==> config.mk <==
export PLATFORM = sky130hd
export DESIGN_NAME = matrix_feeder
export DESIGN_NICKNAME = d
export VERILOG_FILES = /design/src/rtl/matrix_feeder.sv
export SDC_FILE = /design/constraint.sdc
export NUM_CORES = 1
export LEC_CHECK = 0
export ABC_AREA = 1
export CAP_MARGIN = 20
export CORE_ASPECT_RATIO = 1.4
export CORE_MARGIN = 4
export CORE_UTILIZATION = 38
export CTS_BUF_LIST = sky130_fd_sc_hd__clkbuf_4 sky130_fd_sc_hd__clkbuf_8
export DETAILED_ROUTE_END_ITERATION = 6
export HOLD_SLACK_MARGIN = 0.02
export SYNTH_ARGS = -nofsm -noshare
export SYNTH_HDL_FRONTEND = slang
export SYNTH_SLANG_ARGS = --single-unit
==> constraint.sdc <==
create_clock -name clk -period 14.69 [get_ports clk]
set_input_delay 2.938 -clock clk [delete_from_list [all_inputs] [get_ports clk]]
set_output_delay 2.938 -clock clk [all_outputs]
set_load 0.005 [all_outputs]
==> src/rtl/matrix_feeder.sv <==
// matrix_feeder: holds two 3x3 operand matrices and streams them, skewed in
// time, into a 3x3 systolic array. Each feed run lasts 8 output cycles. The
// block then waits for the array's Done flag, giving up after a bounded number
// of cycles.
module matrix_feeder #(
  parameter int DATAWIDTN = 8
) (
  input  logic                 clk,
  input  logic                 rst,
  input  logic                 wr_en,
  input  logic                 wr_sel,
  input  logic [3:0]           wr_addr,
  input  logic [DATAWIDTN-1:0] wr_data,
  input  logic                 go,
  input  logic                 Done,
  output logic [1:0]           start,
  output logic [DATAWIDTN-1:0] A0,
  output logic [DATAWIDTN-1:0] A1,
  output logic [DATAWIDTN-1:0] A2,
  output logic [DATAWIDTN-1:0] B0,
  output logic [DATAWIDTN-1:0] B1,
  output logic [DATAWIDTN-1:0] B2,
  output logic                 busy,
  output logic                 run_done,
  output logic                 err
);

  typedef enum logic [1:0] {S_IDLE = 2'd0, S_FEED = 2'd1, S_WAIT = 2'd2} state_t;
  typedef logic [DATAWIDTN-1:0] elem_t;

  localparam logic [1:0] START_RUN = 2'b01;
  localparam logic [2:0] LAST_STEP = 3'd7;   // steps 0..7 in FEED
  localparam logic [3:0] LAST_WAIT = 4'd15;  // 16 WAIT cycles before timeout

  elem_t a_mem [0:2][0:2];
  elem_t b_mem [0:2][0:2];

  state_t     state, state_nxt;
  logic [2:0] step, step_nxt;
  logic [3:0] tmo, tmo_nxt;
  logic [1:0] start_nxt;
  logic       run_done_nxt, err_nxt;
  logic       feed_load;
  logic [2:0] feed_step;
  elem_t      a_out [0:2];
  elem_t      b_out [0:2];
  elem_t      a_nxt [0:2];
  elem_t      b_nxt [0:2];
  logic [1:0] wr_row, wr_col;
  logic       wr_ok;
  logic [1:0] lane;
  logic [2:0] diag;

  // Decode the flat write index row*3+col; indices above 8 are rejected.
  always_comb begin
    // NOTE: every combinational output gets a default before the case, so no path leaves it unassigned and no latch is inferred.
    wr_ok  = 1'b1;
    wr_row = 2'd0;
    wr_col = 2'd0;
    case (wr_addr)
      4'd0: begin wr_row = 2'd0; wr_col = 2'd0; end
      4'd1: begin wr_row = 2'd0; wr_col = 2'd1; end
      4'd2: begin wr_row = 2'd0; wr_col = 2'd2; end
      4'd3: begin wr_row = 2'd1; wr_col = 2'd0; end
      4'd4: begin wr_row = 2'd1; wr_col = 2'd1; end
      4'd5: begin wr_row = 2'd1; wr_col = 2'd2; end
      4'd6: begin wr_row = 2'd2; wr_col = 2'd0; end
      4'd7: begin wr_row = 2'd2; wr_col = 2'd1; end
      4'd8: begin wr_row = 2'd2; wr_col = 2'd2; end
      default: wr_ok = 1'b0;
    endcase
  end

  // Operand stores: writable only while idle and not being asked to start.
  always_ff @(posedge clk or posedge rst) begin
    if (rst) begin
      // NOTE: the stores are small and must read back as zero after reset, so they are flops with reset rather than a RAM macro.
      a_mem <= '{default: '0};
      b_mem <= '{default: '0};
    end else if (wr_en && wr_ok && (state == S_IDLE) && !go) begin
      // NOTE: sequential state uses non-blocking assignments so every flop samples pre-edge values.
      if (wr_sel) b_mem[wr_row][wr_col] <= wr_data;
      else        a_mem[wr_row][wr_col] <= wr_data;
    end
  end

  // Next-state, counters and next output values for the feed sequencer.
  always_comb begin
    state_nxt    = state;
    step_nxt     = step;
    tmo_nxt      = tmo;
    start_nxt    = start;
    run_done_nxt = 1'b0;
    err_nxt      = err;
    feed_load    = 1'b0;
    feed_step    = 3'd0;
    case (state)
      S_IDLE: begin
        if (go) begin
          state_nxt = S_FEED;
          step_nxt  = 3'd0;
          tmo_nxt   = 4'd0;
          start_nxt = START_RUN;
          err_nxt   = 1'b0;
          feed_load = 1'b1;
          feed_step = 3'd0;
        end
      end
      S_FEED: begin
        if (step == LAST_STEP) begin
          state_nxt = S_WAIT;
          tmo_nxt   = 4'd0;
        end else begin
          step_nxt  = step + 3'd1;
          feed_load = 1'b1;
          feed_step = step + 3'd1;
        end
      end
      S_WAIT: begin
        // Done on the final WAIT cycle still counts as success.
        if (Done) begin
          state_nxt    = S_IDLE;
          start_nxt    = 2'b00;
          run_done_nxt = 1'b1;
        end else if (tmo == LAST_WAIT) begin
          state_nxt = S_IDLE;
          start_nxt = 2'b00;
          err_nxt   = 1'b1;
        end else begin
          tmo_nxt = tmo + 4'd1;
        end
      end
      default: state_nxt = S_IDLE;
    endcase

    // Lane k carries A[k][t-k] and B[t-k][k] while 0 <= t-k <= 2, else zero.
    a_nxt = '{default: '0};
    b_nxt = '{default: '0};
    lane  = 2'd0;
    diag  = 3'd0;
    for (int i = 0; i < 3; i++) begin
      lane = 2'(i);
      diag = feed_step - {1'b0, lane};
      if (feed_load && (feed_step >= {1'b0, lane}) && (diag <= 3'd2)) begin
        a_nxt[lane] = a_mem[lane][diag[1:0]];
        b_nxt[lane] = b_mem[diag[1:0]][lane];
      end
    end
  end

  // FSM state and internal counters.
  always_ff @(posedge clk or posedge rst) begin
    if (rst) begin
      state <= S_IDLE;
      step  <= 3'd0;
      tmo   <= 4'd0;
    end else begin
      state <= state_nxt;
      step  <= step_nxt;
      tmo   <= tmo_nxt;
    end
  end

  // Registered outputs toward the array and the host.
  always_ff @(posedge clk or posedge rst) begin
    if (rst) begin
      start    <= 2'b00;
      a_out    <= '{default: '0};
      b_out    <= '{default: '0};
      busy     <= 1'b0;
      run_done <= 1'b0;
      err      <= 1'b0;
    end else begin
      start    <= start_nxt;
      a_out    <= a_nxt;
      b_out    <= b_nxt;
      busy     <= (state_nxt != S_IDLE);
      run_done <= run_done_nxt;
      err      <= err_nxt;
    end
  end

  assign A0 = a_out[0];
  assign A1 = a_out[1];
  assign A2 = a_out[2];
  assign B0 = b_out[0];
  assign B1 = b_out[1];
  assign B2 = b_out[2];

endmodule

==> results of run 1 <==
## flip-flops by register name, indices dropped and copies added, names as in the netlist
signal	count
busy	1
state	2
B1	8
tmo	4
A1	8
a_mem	72
B0	8
A2	8
step	3
start	1
A0	8
B2	8
b_mem	72
run_done	1
err	1
## how the worst max path moves through the flow
stage	startpoint	to	slack [ns]	depth (start not counted)
after global placement	wr_addr[1]	b_mem[69]	9.16	10
after global routing	wr_addr[1]	b_mem[70]	9.44	10
after detailed placement	wr_addr[1]	b_mem[68]	9.10	10
after floorplan	rst	A0[0]	6.16	1
final	wr_addr[1]	b_mem[68]	9.61	10
after CTS	wr_addr[1]	b_mem[68]	9.65	10
## worst max-delay path: stages
cell,delay [ns]
clkdlybuf4s50_1,0.53
inv_2,0.25
nand3_2,0.14
nand2_2,0.14
nand2_4,0.09
nor2_4,0.10
buf_4,0.67
nand2_1,0.39
nand2_1,0.15
nand2_1,0.06
## metal layers
metal | vias up | global-route usage | wire length, um
li1 | 3680 | - | -
met1 | 3627 | 0.224 | 10200
met2 | 179 | 0.313 | 12200
met3 | 62 | 0.0247 | 1040
met4 | 0 | 0.0700 | 806
met5 | - | 0 | 0
## per-stage QoR
stage	power, mW	cell area, sq um
after global routing	2.05	10900
after CTS	1.94	10900
after detailed placement	1.39	10100
after global placement	1.39	10100
after floorplan	1.16	9330
final	1.91	10900
## cells by family after synthesis
group,after synthesis
and+or+nand+nor,701
AOI/OAI and AO/OA,92
xor gates and xnor gates,1
DFF,205
buffers and inverters,120
adders and majority gates,8
other,1
## report_power, final
group | switching [mW] | internal, mW
sequential | 0.0344 | 0.644
combinational | 0.488 | 0.207
clock | 0.235 | 0.303
## cell type report
cell class,count,area (sq um)
Clock buffer,56,702
Multi-Input combinational cell,803,3680
Inverter,56,218
Sequential cell,205,5130
Clock inverter,5,30.0
Timing Repair Buffer,74,748
Fill cell,2392,13200
Tap cell,310,388
## placed cells by master, fill, tap and decap left out, types with 2 or more instances in the layout
cell,count
nand2_1,404
dfrtp_1,205
nand3_1,154
nor2_1,106
clkdlybuf4s50_1,69
o21ai_0,57
inv_1,51
clkbuf_8,45
a21oi_1,17
o211ai_1,16
nand2_2,11
clkbuf_4,11
nand2_4,9
ha_1,8
nor3_4,6
inv_2,4
buf_4,4
nor2_4,3
or2_2,3
clkinv_2,3
nor2_2,2
clkinvlp_4,2
==> metrics.md, run 1 <==
| Metric | Value |
|---|---|
| Syn Area/Cell | `around 8.3 sq um` |
| WHS Endpoint | `a_mem[12]` |
| Hold_ws | `~0.46 ns` |
| Critical R2R Launch | `step[0]` |
| Largest net degree at the start of global routing | `144` |
| Leakage | `~5.7 nW` |
| R2R Path End | `A1[6]` |
| Main synth FF type | `dfrtp_1` |
| Largest family of logic cells by synthesized area | `simple AND/OR/NAND/NOR gates` |
| Synthesis-to-layout area growth | `16.9%` |
| Fmax | `just under 200 MHz` |
| Hold wc startpoint | `a_mem[12]` |
| DR iter-0 viols | `505` |
| Setup Buffers After CTS | `0` |
| WP data required | `roughly 15 ns` |
| Final #Nets | `around 1,200` |
| Fraction of registers with async set/reset | `1.00` |
| Post-CTS Resized | `0` |
| Final worst slack | `9.61 ns` |
| Hold buffers post-CTS | `0` |
| Power Dens Cells | `between 150 and 200 mW/mm^2` |
| Max-cap violations | `0` |
| Die width | `between 100 and 150 um` |
| DP HPWL | `approximately 14 mm` |
| Clk sinks | `205` |
| Post-synthesis sequential area ratio | `0.550` |
| Clock Tree Buf Depth | `3` |
| Vias per Instance | `5.00` |
| Core area | `0.0241 sq mm` |
| Fin. Hold Viols | `0` |
| Synth Area in XOR/XNOR | `0.000939` |
| Max VDD drop | `0.000122 V` |
| Layout cells sized above 1 | `0.0909` |
| Final Util | `0.453` |
| Worst slack, placed | `9.10 ns` |
| Final TNS setup | `0 ns` |
| Hold path depth | `2` |
| CTS tree | `yes` |
| Clk pin slew, worst setup/hold paths | `0.06 ns` |
| FF-to-FF setup slack | `10.35 ns` |
| Placed Instances | `~1,400` |
| Post-synth EDFFs | `0` |
| Clock skew | `around 0.020 ns` |
| Synth cell count leaders | `nand2_1 (404), dfrtp_1 (205), nand3_1 (154)` |
| Worst skew pair latency | `roughly 0.52 ns` |
| Post-route antenna net violation count | `0` |
| Die area | `0.0271 sq mm` |
| Post-route DRC | `0` |
| Die height | `193 um` |
| Critical Path End Type | `flip-flop` |
| I/O Buffers | `between 60 and 70` |
| Synth Area in Compound Gates | `0.0553` |
| Crit start category | `primary input` |
| Gr ovfl total | `0` |
| Post-synth top area share | `0.550` |
| Fin crit share | `0.346` |
| Synthesized Nets | `~1,200` |
| Simple-Gate Fraction of Synth Area | `0.327` |
| Min-Delay Path Class | `reg2reg` |
| Root buf cell | `clkbuf_8` |
| WL per Instance | `around 16 um` |
| CTS Buf Count | `36` |
| Synth Instances | `~1,100` |
| Ant. Diodes | `0` |
| Final WL | `about 24 mm` |
| Finished Layout Cells | `between 1,500 and 2,000` |
| Leading area contributor after synthesis | `dfrtp_1` |
| H-tree depth reported by CTS | `2` |
| Slew of the pin with the lowest slew margin | `1.11 ns` |
| Row Count | `67` |
| Vias in the first global route | `~7,700` |
| Tmin final | `roughly 5 ns` |
| Crit path kind | `in2reg` |
| Mux contribution to synthesized area | `0` |
| Boundary pin count | `between 70 and 80` |
| Post-Synth Adder-Cell Area | `0.0107` |
| RSZ-0062 raised after global routing | `false` |
| R2R depth | `11` |
| Mapped Area | `between 0.009 and 0.01 sq mm` |
| Final setup viols | `0` |
| GPL Wtd Cong | `between 0.7 and 0.8` |
| First-pass GRT wire length | `between 40 and 50 mm` |
| Most frequent cell after synthesis | `nand2_1` |
| DRT Pass-1 Iters | `5` |
| Initial antenna violation count | `0` |
| Vias | `between 7,000 and 8,000` |
| Synth warnings | `0` |
| Synth area leaders | `dfrtp_1 (55%), nand2_1 (16%), nand3_1 (8.3%), nor2_1 (4.3%), o21ai_0 (3.1%)` |
| Max_slew headroom | `0.260` |
| Synth unique cells | `28` |
| Pins Over Slew Limit | `0` |
| Status | `complete, no violations` |
| Yosys reg bits | `205` |
| GRT Resource Usage Total | `0.180` |
| Largest fanout on the critical path | `slightly above 80` |
| Initial Utilization | `0.388` |
| Worst path arrival time | `about 5.5 ns` |
Power figures use the tool's default switching activity.
==> inputs of run 2 (changes only) <==
==> constraint.sdc (replaced) <==
create_clock -name clk -period 4.1 [get_ports clk]
set_input_delay 0.82 -clock clk [delete_from_list [all_inputs] [get_ports clk]]
set_output_delay 0.82 -clock clk [all_outputs]
set_load 0.005 [all_outputs]
==> metrics.md, run 2 (same netlist as run 1, synthesis figures left out) <==
| Metric | Value |
|---|---|
| Crit start category | `flip-flop` |
| Post-CTS Resized | `0 (unchanged)` |
| Tmin final | `~3 ns` |
| Layout cells sized above 1 | `0.0984 (+0.00752)` |
| Leakage | `5.81 nW (+1.3%)` |
| Critical R2R Launch | `step[0]` |
| DRT Pass-1 Iters | `5 (unchanged)` |
| CP max-delay cell | `nand3_1` |
| Max incr delay on CP | `0.53 ns (-0.14 ns)` |
| Initial antenna violation count | `0 (unchanged)` |
| Largest fanout on the critical path | `29 (-64%)` |
| Critical Path End Type | `flip-flop` |
| Die height | `193 um (unchanged)` |
| DR iter-0 viols | `545 (+7.9%)` |
| Clk pin slew, worst setup/hold paths | `0.06 ns (about the same)` |
| GPL Wtd Cong | `0.782 (+0.32%)` |
| Min-Delay Path Class | `reg2reg` |
| R2R Path End | `A1[6]` |
| Final #Nets | `1,211 (+0.75%)` |
| Ant. Diodes | `0 (unchanged)` |
| Clk sinks | `205 (unchanged)` |
| Crit path kind | `reg2reg` |
| Multi-input gate area | `0.00368 sq mm (unchanged)` |
| WL per Instance | `15.8 um (-2.1%)` |
| Root buf cell | `clkbuf_8` |
| Synthesis-to-layout area growth | `18.2%` |
| Biggest regs | `a_mem x72, b_mem x72` |
| Sequential share of power | `0.352 (-0.003)` |
| Power Dens Cells | `628 mW/mm^2 (+260%)` |
| Largest net degree at the start of global routing | `123 (-15%)` |
| Final TNS setup | `0 ns (unchanged)` |
| Gr ovfl total | `0 (unchanged)` |
| Fill cell count | `2,348 (-1.8%)` |
| I/O Buffers | `69 (unchanged)` |
| Max VDD drop | `0.000535 V (+340%)` |
| Final WL | `23.9 mm (-1.5%)` |
| Worst skew pair latency | `0.52 ns (about the same)` |
| Die area | `0.0271 sq mm (unchanged)` |
| Slew of the pin with the lowest slew margin | `1.11 ns (+0.00532 ns)` |
| Max-cap violations | `0 (unchanged)` |
| Vias per Instance | `4.94 (-1.1%)` |
| Hold buffers post-CTS | `0 (unchanged)` |
| Fin. Hold Viols | `0 (unchanged)` |
| Internal power component | `4.25 mW (+270%)` |
| First-pass GRT wire length | `40.3 mm (+0.60%)` |
| Clock Tree Buf Depth | `3 (unchanged)` |
| Post-route antenna net violation count | `0 (unchanged)` |
| Vias | `7,511 (-0.49%)` |
| Max_slew headroom | `0.256 (-0.00356)` |
| H-tree depth reported by CTS | `2 (unchanged)` |
| Boundary pin count | `71 (unchanged)` |
| Clock skew | `0.0236 ns (+0.00316 ns)` |
| Reg area | `0.00513 sq mm (unchanged)` |
| Final setup viols | `0 (unchanged)` |
| CTS Buf Count | `34 (-5.6%)` |
| Hold_ws | `0.463 ns (-0.00151 ns)` |
| Core area | `0.0241 sq mm (unchanged)` |
| RSZ-0062 raised after global routing | `false` |
| Setup Buffers After CTS | `0 (unchanged)` |
| Post-route DRC | `0 (unchanged)` |
| Pins Over Slew Limit | `0 (unchanged)` |
| R2R depth | `11 (unchanged)` |
| Most frequent cells in the layout | `nand2_1 (404), dfrtp_1 (205), nand3_1 (154)` |
| Psw | `2.67 mW (+250%)` |
| FF-to-FF setup slack | `1.04 ns (-9.31 ns)` |
| Row Count | `67 (unchanged)` |
| Fin crit share | `0.747` |
| DP HPWL | `14.9 mm (+5.3%)` |
| Gate power share | `0.364 (about the same)` |
| Clock Power Share | `0.284 (+0.003)` |
| GRT Resource Usage Total | `0.180 (+0.000262)` |
| Die width | `140 um (unchanged)` |
| Vias in the first global route | `7,767 (+0.52%)` |
| Status | `complete, no violations` |
| Crit path from | `step[0]` |
| Worst path cell trace | `ha_1 -> ha_1 -> nor2_1 -> nand2_2 -> inv_2 -> ha_1 -> or2_2 -> nand2_1 -> nor2_1 -> nand3_1 -> nor2_1` |
| CTS tree | `yes` |
| WP data required | `4.46 ns (-10.63 ns)` |
| Commonest non-fill, non-tap cell in the layout | `nand2_1` |
| Sw Ratio | `0.386 (-0.0103)` |
| Crit path to | `A1[6]` |
| Initial Utilization | `0.388 (unchanged)` |
| Worst path arrival time | `3.43 ns (-2.06 ns)` |
| Fmax | `between 300 and 400 MHz` |
## run 2: changes by cell type in the layout (fill, tap and decap cells not counted), sizes merged
cell	before	now
buf	5	16
bufinv	0	1
clkinvlp	2	1
inv	56	55
## run 2: critical path, delay by kind of cell (launching register included)
kind	cells	cell delay (ns)
AND/OR/NAND/NOR	7	1.66
adder cells (fa/ha/maj)	3	0.70
flip-flops	1	0.40
buffers and inverters	1	0.16
## run 2: power groups by stage
stage          Combinational, mW  Sequential [mW]  Clock [mW]
2_1_floorplan               1.69             2.46           0
3_3_place_gp                2.54             2.47           0
3_5_place_dp                2.55             2.47           0
4_1_cts                     2.56             2.44        2.02
5_1_grt                     2.87             2.47        2.12
6_report                    2.52             2.44        1.97
## run 2: how the worst min path moves through the flow
| stage | startpoint | endpoint | slack [ns] | cells after the start |
|---|---|---|---|---|
| detailed placement | b_mem[27] | b_mem[27] | 0.45 | 2 |
| CTS | b_mem[27] | b_mem[27] | 0.47 | 2 |
| global route | a_mem[46] | a_mem[46] | 0.48 | 2 |
| floorplan | a_mem[10] | a_mem[10] | 0.44 | 2 |
| global placement | b_mem[63] | b_mem[63] | 0.45 | 2 |
| finish | a_mem[12] | a_mem[12] | 0.46 | 2 |
## run 2: cell type report
cell class,count,area share
timing repair buffer,85,0.0770
clock inverter,4,0.00409
inverter,56,0.0194
tap,310,0.0352
clock buffer,56,0.0648
sequential,205,0.465
multi-input combinational,803,0.334
## run 2: layer usage
metal / vias to the layer above / track usage / part of all wire / routed length [um]
met5: - / 0 / 0 / 0
met4: 0 / 0.0614 / 0.027 / 655
met3: 52 / 0.0336 / 0.049 / 1170
met2: 165 / 0.308 / 0.50 / 12000
met1: 3593 / 0.228 / 0.42 / 10100
li1: 3701 / - / - / -
## run 2: per-stage QoR
step                      setup WS [ns]  power [mW]   util  std cells  cell area, sq um
after floorplan                   0.622        4.15      -       1128              9330
after detailed placement          0.908        5.02  0.427       1459             10300
after global routing              0.721        7.46  0.458       1519             11000
after CTS                          1.03        7.02  0.458       1519             11000
final                              1.04        6.92  0.458       1519             11000
after global placement            0.936        5.01  0.427       1459             10300
